===== config.mk =====
export PLATFORM = sky130hd
export DESIGN_NAME = multicycle_control
export DESIGN_NICKNAME = d
export VERILOG_FILES = /design/src/rtl/mips_pkg.sv /design/src/rtl/multicycle_control.sv
export SDC_FILE = /design/constraint.sdc
export NUM_CORES = 1
export LEC_CHECK = 0
export ABC_AREA = 1
export BUFFER_PORTS_ARGS = -buffer_cell sky130_fd_sc_hd__buf_2
export CAP_MARGIN = 20
export CORE_UTILIZATION = 48
export CTS_BUF_LIST = sky130_fd_sc_hd__clkbuf_16
export CTS_CLUSTER_DIAMETER = 100
export DETAILED_ROUTE_END_ITERATION = 16
export GPL_TIMING_DRIVEN = 0
export PLACE_DENSITY = 0.77
export SLEW_MARGIN = 20
export SYNTH_ARGS = -nofsm -noshare
export SYNTH_HDL_FRONTEND = slang
export SYNTH_SLANG_ARGS = --single-unit

===== constraint.sdc =====
create_clock -name clk -period 1.47 [get_ports clk]
set_input_delay 0.2205 -clock clk [delete_from_list [all_inputs] [get_ports clk]]
set_output_delay 0.2205 -clock clk [all_outputs]
set_load 0.02 [all_outputs]

===== src/rtl/mips_pkg.sv =====
// rtl/mips_pkg.sv - shared MIPS control constants: FSM states, opcodes, ALU op codes
package mips_pkg;

    typedef enum logic [3:0] {
        S_FETCH  = 4'd0,
        S_DECODE = 4'd1,
        S_MEMADR = 4'd2,
        S_MEMRD  = 4'd3,
        S_MEMWB  = 4'd4,
        S_MEMWR  = 4'd5,
        S_RTEX   = 4'd6,
        S_RTWB   = 4'd7,
        S_BRANCH = 4'd8,
        S_IMMEX  = 4'd9,
        S_IMMWB  = 4'd10,
        S_JUMP   = 4'd11,
        S_TRAP   = 4'd12
    } state_e;

    localparam logic [5:0] OP_R    = 6'b000000;
    localparam logic [5:0] OP_LW   = 6'b100011;
    localparam logic [5:0] OP_SW   = 6'b101011;
    localparam logic [5:0] OP_BEQ  = 6'b000100;
    localparam logic [5:0] OP_BNE  = 6'b000101;
    localparam logic [5:0] OP_ADDI = 6'b001000;
    localparam logic [5:0] OP_ANDI = 6'b001100;
    localparam logic [5:0] OP_ORI  = 6'b001101;
    localparam logic [5:0] OP_J    = 6'b000010;

    localparam logic [2:0] ALU_ADD   = 3'b000;
    localparam logic [2:0] ALU_SUB   = 3'b001;
    localparam logic [2:0] ALU_FUNCT = 3'b010;
    localparam logic [2:0] ALU_AND   = 3'b011;
    localparam logic [2:0] ALU_OR    = 3'b100;

    localparam logic [1:0] SRCB_B     = 2'b00;
    localparam logic [1:0] SRCB_FOUR  = 2'b01;
    localparam logic [1:0] SRCB_IMM   = 2'b10;
    localparam logic [1:0] SRCB_IMMSH = 2'b11;

    localparam logic [1:0] PCSRC_ALU    = 2'b00;
    localparam logic [1:0] PCSRC_ALUOUT = 2'b01;
    localparam logic [1:0] PCSRC_JUMP   = 2'b10;

endpackage


===== src/rtl/multicycle_control.sv =====
// rtl/multicycle_control.sv - multi-cycle MIPS main controller FSM with retired-instruction counter
module multicycle_control
    import mips_pkg::*;
#(
    parameter int MEM_HANDSHAKE = 1,
    parameter int CNT_W         = 16
) (
    input  logic             clk,
    input  logic             rst_n,
    input  logic [5:0]       opcode,
    input  logic             zero,
    input  logic             mem_ready,
    output logic             pc_write,
    output logic             iord,
    output logic             mem_read,
    output logic             mem_write,
    output logic             ir_write,
    output logic             reg_dst,
    output logic             mem_to_reg,
    output logic             reg_write,
    output logic             alu_src_a,
    output logic [1:0]       alu_src_b,
    output logic [1:0]       pc_src,
    output logic [2:0]       alu_op,
    output logic             illegal,
    output logic [3:0]       state,
    output logic [CNT_W-1:0] instr_count
);

    state_e           state_q, state_d;
    logic [5:0]       op_q;
    logic             illegal_q;
    logic [CNT_W-1:0] cnt_q;
    logic             done;

    // Without the handshake every memory access is assumed to finish in one cycle.
    assign done = (MEM_HANDSHAKE != 0) ? mem_ready : 1'b1;

    assign state       = state_q;
    assign illegal     = illegal_q;
    assign instr_count = cnt_q;

    // State register, opcode latch, sticky illegal flag and retired-instruction counter.
    always_ff @(posedge clk or negedge rst_n) begin
        if (!rst_n) begin
            state_q   <= S_FETCH;
            op_q      <= 6'd0;
            illegal_q <= 1'b0;
            cnt_q     <= '0;
        end else begin
            state_q <= state_d;
            if (state_q == S_DECODE) begin
                op_q <= opcode;
            end
            if (state_d == S_TRAP) begin
                illegal_q <= 1'b1;
            end
            if ((state_q != S_FETCH) && (state_d == S_FETCH)) begin
                cnt_q <= cnt_q + CNT_W'(1);
            end
        end
    end

    // Next-state decode and per-state datapath controls; enables are forced off during reset.
    always_comb begin
        state_d    = state_q;
        pc_write   = 1'b0;
        iord       = 1'b0;
        mem_read   = 1'b0;
        mem_write  = 1'b0;
        ir_write   = 1'b0;
        reg_dst    = 1'b0;
        mem_to_reg = 1'b0;
        reg_write  = 1'b0;
        alu_src_a  = 1'b0;
        alu_src_b  = SRCB_B;
        pc_src     = PCSRC_ALU;
        alu_op     = ALU_ADD;

        case (state_q)
            S_FETCH: begin
                mem_read  = 1'b1;
                alu_src_b = SRCB_FOUR;
                ir_write  = done;
                pc_write  = done;
                if (done) begin
                    state_d = S_DECODE;
                end
            end
            S_DECODE: begin
                alu_src_b = SRCB_IMMSH;
                case (opcode)
                    OP_R:                   state_d = S_RTEX;
                    OP_LW, OP_SW:           state_d = S_MEMADR;
                    OP_BEQ, OP_BNE:         state_d = S_BRANCH;
                    OP_ADDI, OP_ANDI,
                    OP_ORI:                 state_d = S_IMMEX;
                    OP_J:                   state_d = S_JUMP;
                    default:                state_d = S_TRAP;
                endcase
            end
            S_MEMADR: begin
                alu_src_a = 1'b1;
                alu_src_b = SRCB_IMM;
                state_d   = (op_q == OP_LW) ? S_MEMRD : S_MEMWR;
            end
            S_MEMRD: begin
                mem_read = 1'b1;
                iord     = 1'b1;
                if (done) begin
                    state_d = S_MEMWB;
                end
            end
            S_MEMWB: begin
                reg_write  = 1'b1;
                mem_to_reg = 1'b1;
                state_d    = S_FETCH;
            end
            S_MEMWR: begin
                mem_write = 1'b1;
                iord      = 1'b1;
                if (done) begin
                    state_d = S_FETCH;
                end
            end
            S_RTEX: begin
                alu_src_a = 1'b1;
                alu_op    = ALU_FUNCT;
                state_d   = S_RTWB;
            end
            S_RTWB: begin
                reg_write = 1'b1;
                reg_dst   = 1'b1;
                state_d   = S_FETCH;
            end
            S_BRANCH: begin
                alu_src_a = 1'b1;
                alu_op    = ALU_SUB;
                pc_src    = PCSRC_ALUOUT;
                pc_write  = ((op_q == OP_BEQ) & zero) | ((op_q == OP_BNE) & ~zero);
                state_d   = S_FETCH;
            end
            S_IMMEX: begin
                alu_src_a = 1'b1;
                alu_src_b = SRCB_IMM;
                case (op_q)
                    OP_ANDI: alu_op = ALU_AND;
                    OP_ORI:  alu_op = ALU_OR;
                    default: alu_op = ALU_ADD;
                endcase
                state_d = S_IMMWB;
            end
            S_IMMWB: begin
                reg_write = 1'b1;
                state_d   = S_FETCH;
            end
            S_JUMP: begin
                pc_src   = PCSRC_JUMP;
                pc_write = 1'b1;
                state_d  = S_FETCH;
            end
            S_TRAP: begin
                state_d = S_TRAP;
            end
            default: begin
                state_d = S_FETCH;
            end
        endcase

        if (!rst_n) begin
            pc_write  = 1'b0;
            ir_write  = 1'b0;
            reg_write = 1'b0;
            mem_read  = 1'b0;
            mem_write = 1'b0;
        end
    end

endmodule


### Yosys cells after proc, flatten, opt, wreduce, memory -nomap -nowiden

Index checks and enable logic that the tools add are counted.

| storage, ports and cells | value |
|---|---|
| output and inout port bits | 37 |
| bits in latches | 0 |
| memory bits (read-only) | 0 |
| memories kept | 0 |
| register bits after elaboration | 27 |
| memory bits (writable) | 0 |

| cells by class | value |
|---|---|
| reductions and logical operators | 13 |
| multipliers | 0 |
| eq/ne operators | 26 |
| bitwise operators | 4 |
| shift operators | 0 |
| divide/modulo/power cells | 0 |
| mux-type cells | 24 |
| magnitude comparators | 0 |
| add/subtract/negate cells | 1 |

Operators by type and width:

| kind | count |
|---|---|
| case mux 4 bit (8 select lines) | 1 |
| equality test 6 x 4 -> 1 bit (second input constant) | 5 |
| equality test 4 bit (second input constant) | 6 |
| equality test 6 x 3 -> 1 bit (second input constant) | 4 |
| case mux 4 bit (5 select lines) | 1 |
| equality test 6 bit (second input constant) | 3 |
| adder 16 x 1 -> 16 bit (second input constant) | 1 |
| equality test 4 x 3 -> 1 bit (second input constant) | 4 |
| 2-to-1 mux 1 bit | 13 |
| 2-to-1 mux 4 bit | 3 |
| OR reduction 2 bit | 5 |
| case mux 3 bit (3 select lines) | 1 |
| equality test 4 x 2 -> 1 bit (second input constant) | 2 |
| zero test 4 bit | 2 |
| equality test 6 x 2 -> 1 bit (second input constant) | 1 |
| zero test 6 bit | 1 |
| case mux 2 bit (3 select lines) | 1 |
| case mux 3 bit (2 select lines) | 1 |
| OR reduction 3 bit | 2 |
| equality test 4 x 1 -> 1 bit (second input constant) | 1 |
| case mux 2 bit (2 select lines) | 1 |
| nonzero test 4 bit | 1 |
| OR reduction 4 bit | 1 |
| 2-to-1 mux 3 bit | 1 |
| other kinds (5) | 6 |

### Logic depth before layout (Yosys ltp)

Gate-level depths: netlist of the first run.

| depth | value |
|---|---|
| depth in word-level cells | 6 |
| depth in mapped cells | 13 |

### Worst setup path before layout of the first run

No wires, ideal clock.

| timing path | value |
|---|---|
| kind | register to output |
| from | register state_q[3] (netlist: state[3]) |
| to | output pc_write |
| setup slack | -0.455 ns |
| required time | 1.250 ns |
| cell stages (with the launch flop) | 7 |
| arrival | 1.704 ns |
| cell sequence | dfrtp_1 > inv_2 > nor2_1 > inv_1 > nor2_1 > o2111ai_1 > a31oi_1 |

| on the way | value |
|---|---|
| word-level cells in the longest chain between the ends | 3 |
| elaborated cells on any way between the ends | 5 |
| those cells by class | 2 x eq/ne; 2 x mux; 1 x reduce/logical |

RTL lines:

| element | RTL line | source |
|---|---|---|
| start: declaration | multicycle_control.sv:30 | `state_e state_q, state_d;` |
| start signal: assignment | multicycle_control.sv:51 | `state_q <= state_d;` |
| equality test 4 bit or zero test 4 bit (tied branches) | multicycle_control.sv:80 | `case (state_q)` |
| case mux 1 bit (3 select lines) (*) | multicycle_control.sv:80 |  |
| 2-to-1 mux 1 bit (*) | multicycle_control.sv:170 | `if (!rst_n) begin` |
| end: declaration | multicycle_control.sv:13 | `output logic pc_write,` |

Mark *: on every way between the ends. The rest lies on a longest branch, timed or not.

### Worst setup path in the final report of the first run

| timing path | value |
|---|---|
| from | register state_q[2] (netlist: state[2]) |
| to | output pc_write |

Same word-level chain as after synthesis.

==> metrics, run 1 <==
worst hold start opcode[5]; Worst Hold Slack between 0.15 and 0.2 ns; port buffer count 46; DP Wirelength approximately 3200 µm; clock network power share between 10% and 20%; CTS Buffer Depth 2; switching power 2.470 mW; clock period minus worst slack approximately 1.8 ns; latest clock arrival within the worst-skew pair between 0.2 and 0.3 ns; synthesized area per cell just over 7 µm²; R2R Path End instr_count[4]; critical path endpoint category primary output; worst slew pin tran approximately 0.35 ns; multiplexer share of the synthesized area 0%; simple-gate share of the synthesized area between 40% and 50%; area post-placement 2278 µm²; syn nets 282; antenna cells 0; R2R cell count 13; most area-consuming cells after synthesis dfrtp_1 (35%), nand2_1 (15%), nor2_1 (8.6%), inv_1 (6.1%), nand4_1 (5.5%); ANT nets after route 0; CP max FO 5; Max Cap Viol 0; Post-Synth Adder-Cell Area 0.6519%; CTS buffer count 3; failing checks negative setup slack; worst vdd ir between 1 and 1.5 mV; Flop pwr share a little under a quarter; Pre-antenna DRT Iters 4; Lkg Pwr around 1.5 nW; Critical Path RT approximately 1.3 ns; Die ar. between 4000 and 5000 µm²; remaining global-route overflow 0; htree depth 1; pwr dens roughly 1800 nW/µm²; Post-Synthesis Cells 271; xor/xnor share of the synthesized area 6.389%; synthesized area about 1900 µm²; gpl congestion approximately 0.91; DRT iter0 DRCs between 80 and 90; Critical path origin state[2]; Slew Limit Fails 0; WS Path Type flop to primary output; status complete, but fails checks; Post-Route Skew roughly 0.0077 ns; vias per inst about 5.2; switch share a little under half; critical path arrival roughly 1.6 ns; I/O pin cnt 47; initial core utilization between 50% and 60%; dpl ws -0.3393 ns; Final nets between 300 and 400; RSZ-0062 raised after global routing true; Synth Area in Compound Gates 5.867%; Synth Register Bits 27; RR Startpoint state[2]; die width about 65 µm; hold violation total from the final report 0; DRC 0; Die Y-Extent roughly 65 µm; overall power 5.241 mW; TritonCTS clock tree done; vias in the first global route approximately 1800; largest net degree at the start of global routing 28; vias 2055; Rows 22; endpoints failing setup 32; Tightest Hold Check Type input port to flop; yosys warns 0; Synth-to-Final Area Change 47.72%; largest family of logic cells by synthesized area simple AND/OR/NAND/NOR gates; share of cells above drive strength 1 44.06%; Design Area, Final approximately 2800 µm²; clock sinks 27; Tcrit/Tclk final 122.0%; Hold EP op_q[5]; Startpoint Class flop; post-synth top area share approximately a third; post-DR wirelength/cell about 13 µm; Seq/Total Area, Yosys roughly a third; GRT Resource Usage Total 22.93%; root buffer cell clkbuf_16; maximum clock frequency roughly 560 MHz; post-synth top area cell dfrtp_1; global-route wire length before repair roughly 7600 µm; initial antenna violation count 0; Worst slew margin 76.20%; WHS Path Cells 3; internal cell power 2.771 mW; combinational power share between 60% and 70%; r2r setup slk -0.26 ns; clk slew on worst S/H paths 0.07 ns; setup ws final -0.3240 ns; post-synth cell types 30; DRT Wirelength about 5300 µm; Core Box Area approximately 3700 µm²
[stage by stage]
step,instances,TNS [ns],utilization [%]
2_1_floorplan,271,-2.398,-
3_3_place_gp,365,-4.426,60.86
3_5_place_dp,365,-4.923,60.86
4_1_cts,387,-4.606,70.02
5_1_grt,393,-9.399,75.74
6_report,393,-6.500,75.74
[cells in the final DEF (no fill, tap or decap), drive strengths merged]
cell	count
a21oi	1
o2111ai	1
nand3	17
nor2	49
xnor2	5
inv	35
buf	74
o22ai	2
ha	1
nand3b	1
a31oi	1
a21o	1
clkbuf	3
and3	1
dlygate4sd3	1
nor3	5
o21ai	10
dfrtp	27
a211oi	1
nand2	81
clkinv	2
xor2	9
nand4	17
[worst max-delay path by stage]
stage | to | slack (ns)
4_1_cts | pc_write | -0.24
6_report | pc_write | -0.32
5_1_grt | instr_count[4] | -0.40
3_5_place_dp | instr_count[14] | -0.34
2_1_floorplan | instr_count[2] | -0.19
3_3_place_gp | instr_count[1] | -0.31
[critical path, cell delays in order, from the launching register on]
cell and delay [ns]:
dfrtp_2 0.46, nor2_4 0.15, inv_2 0.08, nor2_4 0.14
o2111ai_2 0.13, a31oi_2 0.18, buf_4 0.18
[synthesized netlist by cell type]
library cell and number:
xor2_1 9, buf_2 1, a211oi_1 1, nor2_1 44, nor2_2 2, and3_1 1
nor3_1 5, buf_6 2, a21oi_4 1, a21o_1 1, dfrtp_1 27, o2111ai_1 1
nand2_1 76, buf_4 2, o22ai_1 2, o21ai_0 9, o21ai_2 1, nand3_1 15
a31oi_1 1, nand3b_4 1, nor2_4 1, nand3_4 2, nor2_8 2, nand2_2 4
nand2_4 1, ha_1 1, xnor2_1 5, inv_2 5, inv_1 31, nand4_1 17
[cell families after synthesis]
family,after synthesis
simple gates,171
fa+ha+maj,1
compound gates,17
buf+inv,41
flops,27
xor+xnor,14
[registers in the layout, indices dropped and copies added (netlist names)]
register and count:
illegal 1, instr_count 16, op_q 6, state 4
[routing by layer]
metal / track usage, % / share of wire (%)
met5: 0 / 0
met4: 8.424 / 1.7
met3: 2.431 / 3.9
met2: 43.69 / 55
met1: 25.88 / 39
[power by group through the flow]
stage | registers (mW) | logic (mW) | clock network, mW
after floorplan | 1.31 | 1.66 | 0
after global placement | 1.20 | 2.30 | 0
after detailed placement | 1.20 | 2.33 | 0
after CTS | 1.18 | 2.95 | 0.627
after global routing | 1.25 | 3.67 | 0.651
final | 1.22 | 3.41 | 0.611
[repair_timing]
action | in CTS | in global routing
pin swaps | 13 | 22
endpoints found under the setup margin | 29 | 34
hold buffers | 2 | 0
hold endpoints to repair | 27 | 0
gates cloned | 1 | 0
setup buffers | 15 | 7
gates resized for setup | 33 | 55
[layout make-up]
class / count / area [µm²]
buffer: 5 / 42.54
clock buffer: 3 / 75.07
clock inverter: 1 / 5.005
fill: 278 / 908.4
inverter: 36 / 142.6
multi-input combinational: 203 / 1280
sequential: 27 / 680.7
tap: 48 / 60.06
timing repair buffer: 70 / 549.3
(Power assumes the default switching activity.)
==> run 2: changes to the inputs <==
--- a/config.mk
+++ b/config.mk
@@ -14,6 +14,8 @@
 export DETAILED_ROUTE_END_ITERATION = 16
 export GPL_TIMING_DRIVEN = 0
 export PLACE_DENSITY = 0.77
+export REMOVE_ABC_BUFFERS = 1
+export SKIP_CTS_REPAIR_TIMING = 1
 export SLEW_MARGIN = 20
 export SYNTH_ARGS = -nofsm -noshare
 export SYNTH_HDL_FRONTEND = slang
==> run 2 against run 1 <==
Compared with the run above:
- the run still ends with negative setup slack left
- via count is 4.5% lower
- setup slack gained 0.00092 ns
- clock-buffer cell count is the same
- hold slack lost 0.0056 ns
- wire length shrank 8.8%
- highest routed layer unchanged
- critical path type unchanged
- final area down 11%
- sequential cell count did not move
- combinational power down 17%
- die area unchanged
- total power fell by 10%
- sequential power about the same
==> metrics, run 2 (synthesis results as in run 1) <==
WS Path Type flop to primary output (unchanged); RSZ-0062 raised after global routing true (unchanged); r2r setup slk -0.29 ns (was -0.26 ns); Die Y-Extent 65.24 µm (unchanged); max reg flops 16 (unchanged); DRC 0 (unchanged); setup ws final -0.3231 ns (was -0.3240 ns); Hold EP op_q[5] (unchanged); R2R Path End instr_count[10] (was instr_count[4]); TritonCTS clock tree done (unchanged); initial core utilization 51.27% (unchanged); Final nets 342 (was 357); CP max FO 5 (unchanged); overall power 4.702 mW (was 5.241 mW); CP max stage cell dfrtp_2 (unchanged); gpl congestion 0.8301 (was 0.9087); initial antenna violation count 0 (unchanged); latest clock arrival within the worst-skew pair 0.27 ns (was 0.26 ns); Startpoint Class flop (unchanged); Core Box Area 3744 µm² (unchanged); Synth-to-Final Area Change 31.68% (was 47.72%); RR Startpoint state[2] (unchanged); Slew Limit Fails 0 (unchanged); Buf/Inv on CP 3 (was 2); Tcrit/Tclk final 122.0% (about the same); Max Cap Viol 0 (unchanged); global-route wire length before repair 7224 µm (was 7603 µm); R2R cell count 12 (was 13); maximum clock frequency 557.7 MHz (was 557.4 MHz); clk slew on worst S/H paths 0.07 ns (about the same); die width 65.24 µm (unchanged); Critical Path RT 1.25 ns (about the same); Post-Route Skew 0.002847 ns (was 0.007690 ns); max incr delay on CP 0.42 ns (was 0.46 ns); CTS buffer count 3 (unchanged); vias 1962 (was 2055); share of cells above drive strength 1 33.33% (was 44.06%); critical path, cell by cell inv_4 > nor2_4 > inv_2 > nor2_4 > o2111ai_2 > a31oi_1 > buf_4 (was nor2_4 > inv_2 > nor2_4 > o2111ai_2 > a31oi_2 > buf_4); clock period minus worst slack 1.793 ns (was 1.794 ns); antenna cells 0 (unchanged); DRT iter0 DRCs 119 (was 89); Pre-antenna DRT Iters 5 (was 4); hold violation total from the final report 0 (unchanged); status complete, but fails checks (unchanged); I/O pin cnt 47 (unchanged); worst hold start opcode[5] (unchanged); ANT nets after route 0 (unchanged); DP Wirelength 3112 µm (was 3163 µm); Rows 22 (unchanged); Tightest Hold Check Type input port to flop (unchanged); final core utilization 67.51% (was 75.74%); critical path arrival 1.57 ns (about the same); post-DR wirelength/cell 12.72 µm (was 13.41 µm); Lkg Pwr 1.359 nW (was 1.467 nW); failing checks negative setup slack (unchanged); worst vdd ir 1.073 mV (was 1.017 mV); clock sinks 27 (unchanged); GRT Resource Usage Total 21.74% (was 22.93%); pwr dens 1860 nW/µm² (was 1848 nW/µm²); Die ar. 4256 µm² (unchanged); WHS Path Cells 3 (unchanged); Worst slew margin 74.43% (was 76.20%); worst slew pin tran 0.3796 ns (was 0.3532 ns); DRT Wirelength 4807 µm (was 5271 µm); CTS Buffer Depth 2 (unchanged); leading cell type in the layout, fill and taps excluded nand2_1 (unchanged); port buffer count 46 (unchanged); endpoints failing setup 34 (was 32); vias per inst 5.190 (was 5.229); CP delay by family, top flip-flops (unchanged); most frequent cells in the layout nand2_1 (62), nor2_1 (39), buf_2 (38), inv_1 (28), dfrtp_1 (24) (was nand2_1 (50), nor2_1 (31), buf_2 (31), inv_1 (26), nand2_2 (25)); CP dominant cell by count nor2_4 (unchanged); remaining global-route overflow 0 (unchanged); htree depth 1 (unchanged); vias in the first global route 1590 (was 1819); critical path endpoint category primary output (unchanged); root buffer cell clkbuf_16 (unchanged); largest net degree at the start of global routing 30 (was 28)
==> run 2: cell count changes in the layout (fill, tap and decap cells not counted), sizes merged <==
cell	previous run	this run
nand3	17	18
inv	35	36
buf	74	57
clkbuf	3	4
clkinvlp	0	1
clkinv	2	0
==> run 2: metrics by stage <==
step                area, µm²  setup TNS, ns  hold WS [ns]  instances  setup WS [ns]
finish                   2527         -6.436        0.1935        378        -0.3231
floorplan                1877         -9.161      -0.07509        266        -0.4546
global route             2527         -9.169        0.2121        378        -0.4099
detailed placement       2167         -14.64        0.2844        360        -0.7139
CTS                      2250         -17.26      0.001088        364        -0.7503
global placement         2167         -13.67        0.2760        360        -0.6681
==> run 2: power by group <==
part,switching [mW],total [mW],internal (mW)
Clock,0.270,0.640,0.371
Sequential,0.273,1.22,0.949
Combinational,1.77,2.84,1.07
==> run 2: worst reg2reg max path, cell delays in order, from the launching register on <==
cell and delay (ns):
dfrtp_2 0.49, inv_2 0.11, nor2_1 0.05, nand2_1 0.10
nand2_1 0.06, nand2_1 0.06, nand2_1 0.06, nor2_2 0.09
nand2_2 0.11, nor2_8 0.18, nand3_4 0.19, nand2_1 0.13
nand2_1 0.05
==> run 2: layout make-up <==
| type | instances | area, µm² |
|---|---|---|
| Clock inverter | 1 | 7.507 |
| Multi-Input combinational cell | 204 | 1172 |
| Clock buffer | 3 | 75.07 |
| Sequential cell | 27 | 679.4 |
| Fill cell | 326 | 1216 |
| Inverter | 36 | 137.6 |
| Timing Repair Buffer | 59 | 395.4 |
| Tap cell | 48 | 60.06 |
==> run 2: how the worst max path moves through the flow <==
stage                            to  depth (start not counted)  slack [ns]  startpoint
floorplan                  pc_write                          6       -0.45    state[3]
global placement    instr_count[13]                          9       -0.67    state[1]
detailed placement   instr_count[0]                          9       -0.71    state[1]
CTS                  instr_count[3]                          9       -0.75    state[1]
global route               pc_write                          7       -0.41    state[3]
finish                     pc_write                          7       -0.32    state[3]
==> run 2: per-layer routing <==
metal / vias to the layer above / share of wire (%) / track usage (%)
met1: 904 / 48 / 32.05
met5: - / 0 / 0
met4: 0 / 1.7 / 6.522
li1: 988 / - / -
met2: 64 / 46 / 33.12
met3: 6 / 4.3 / 2.604
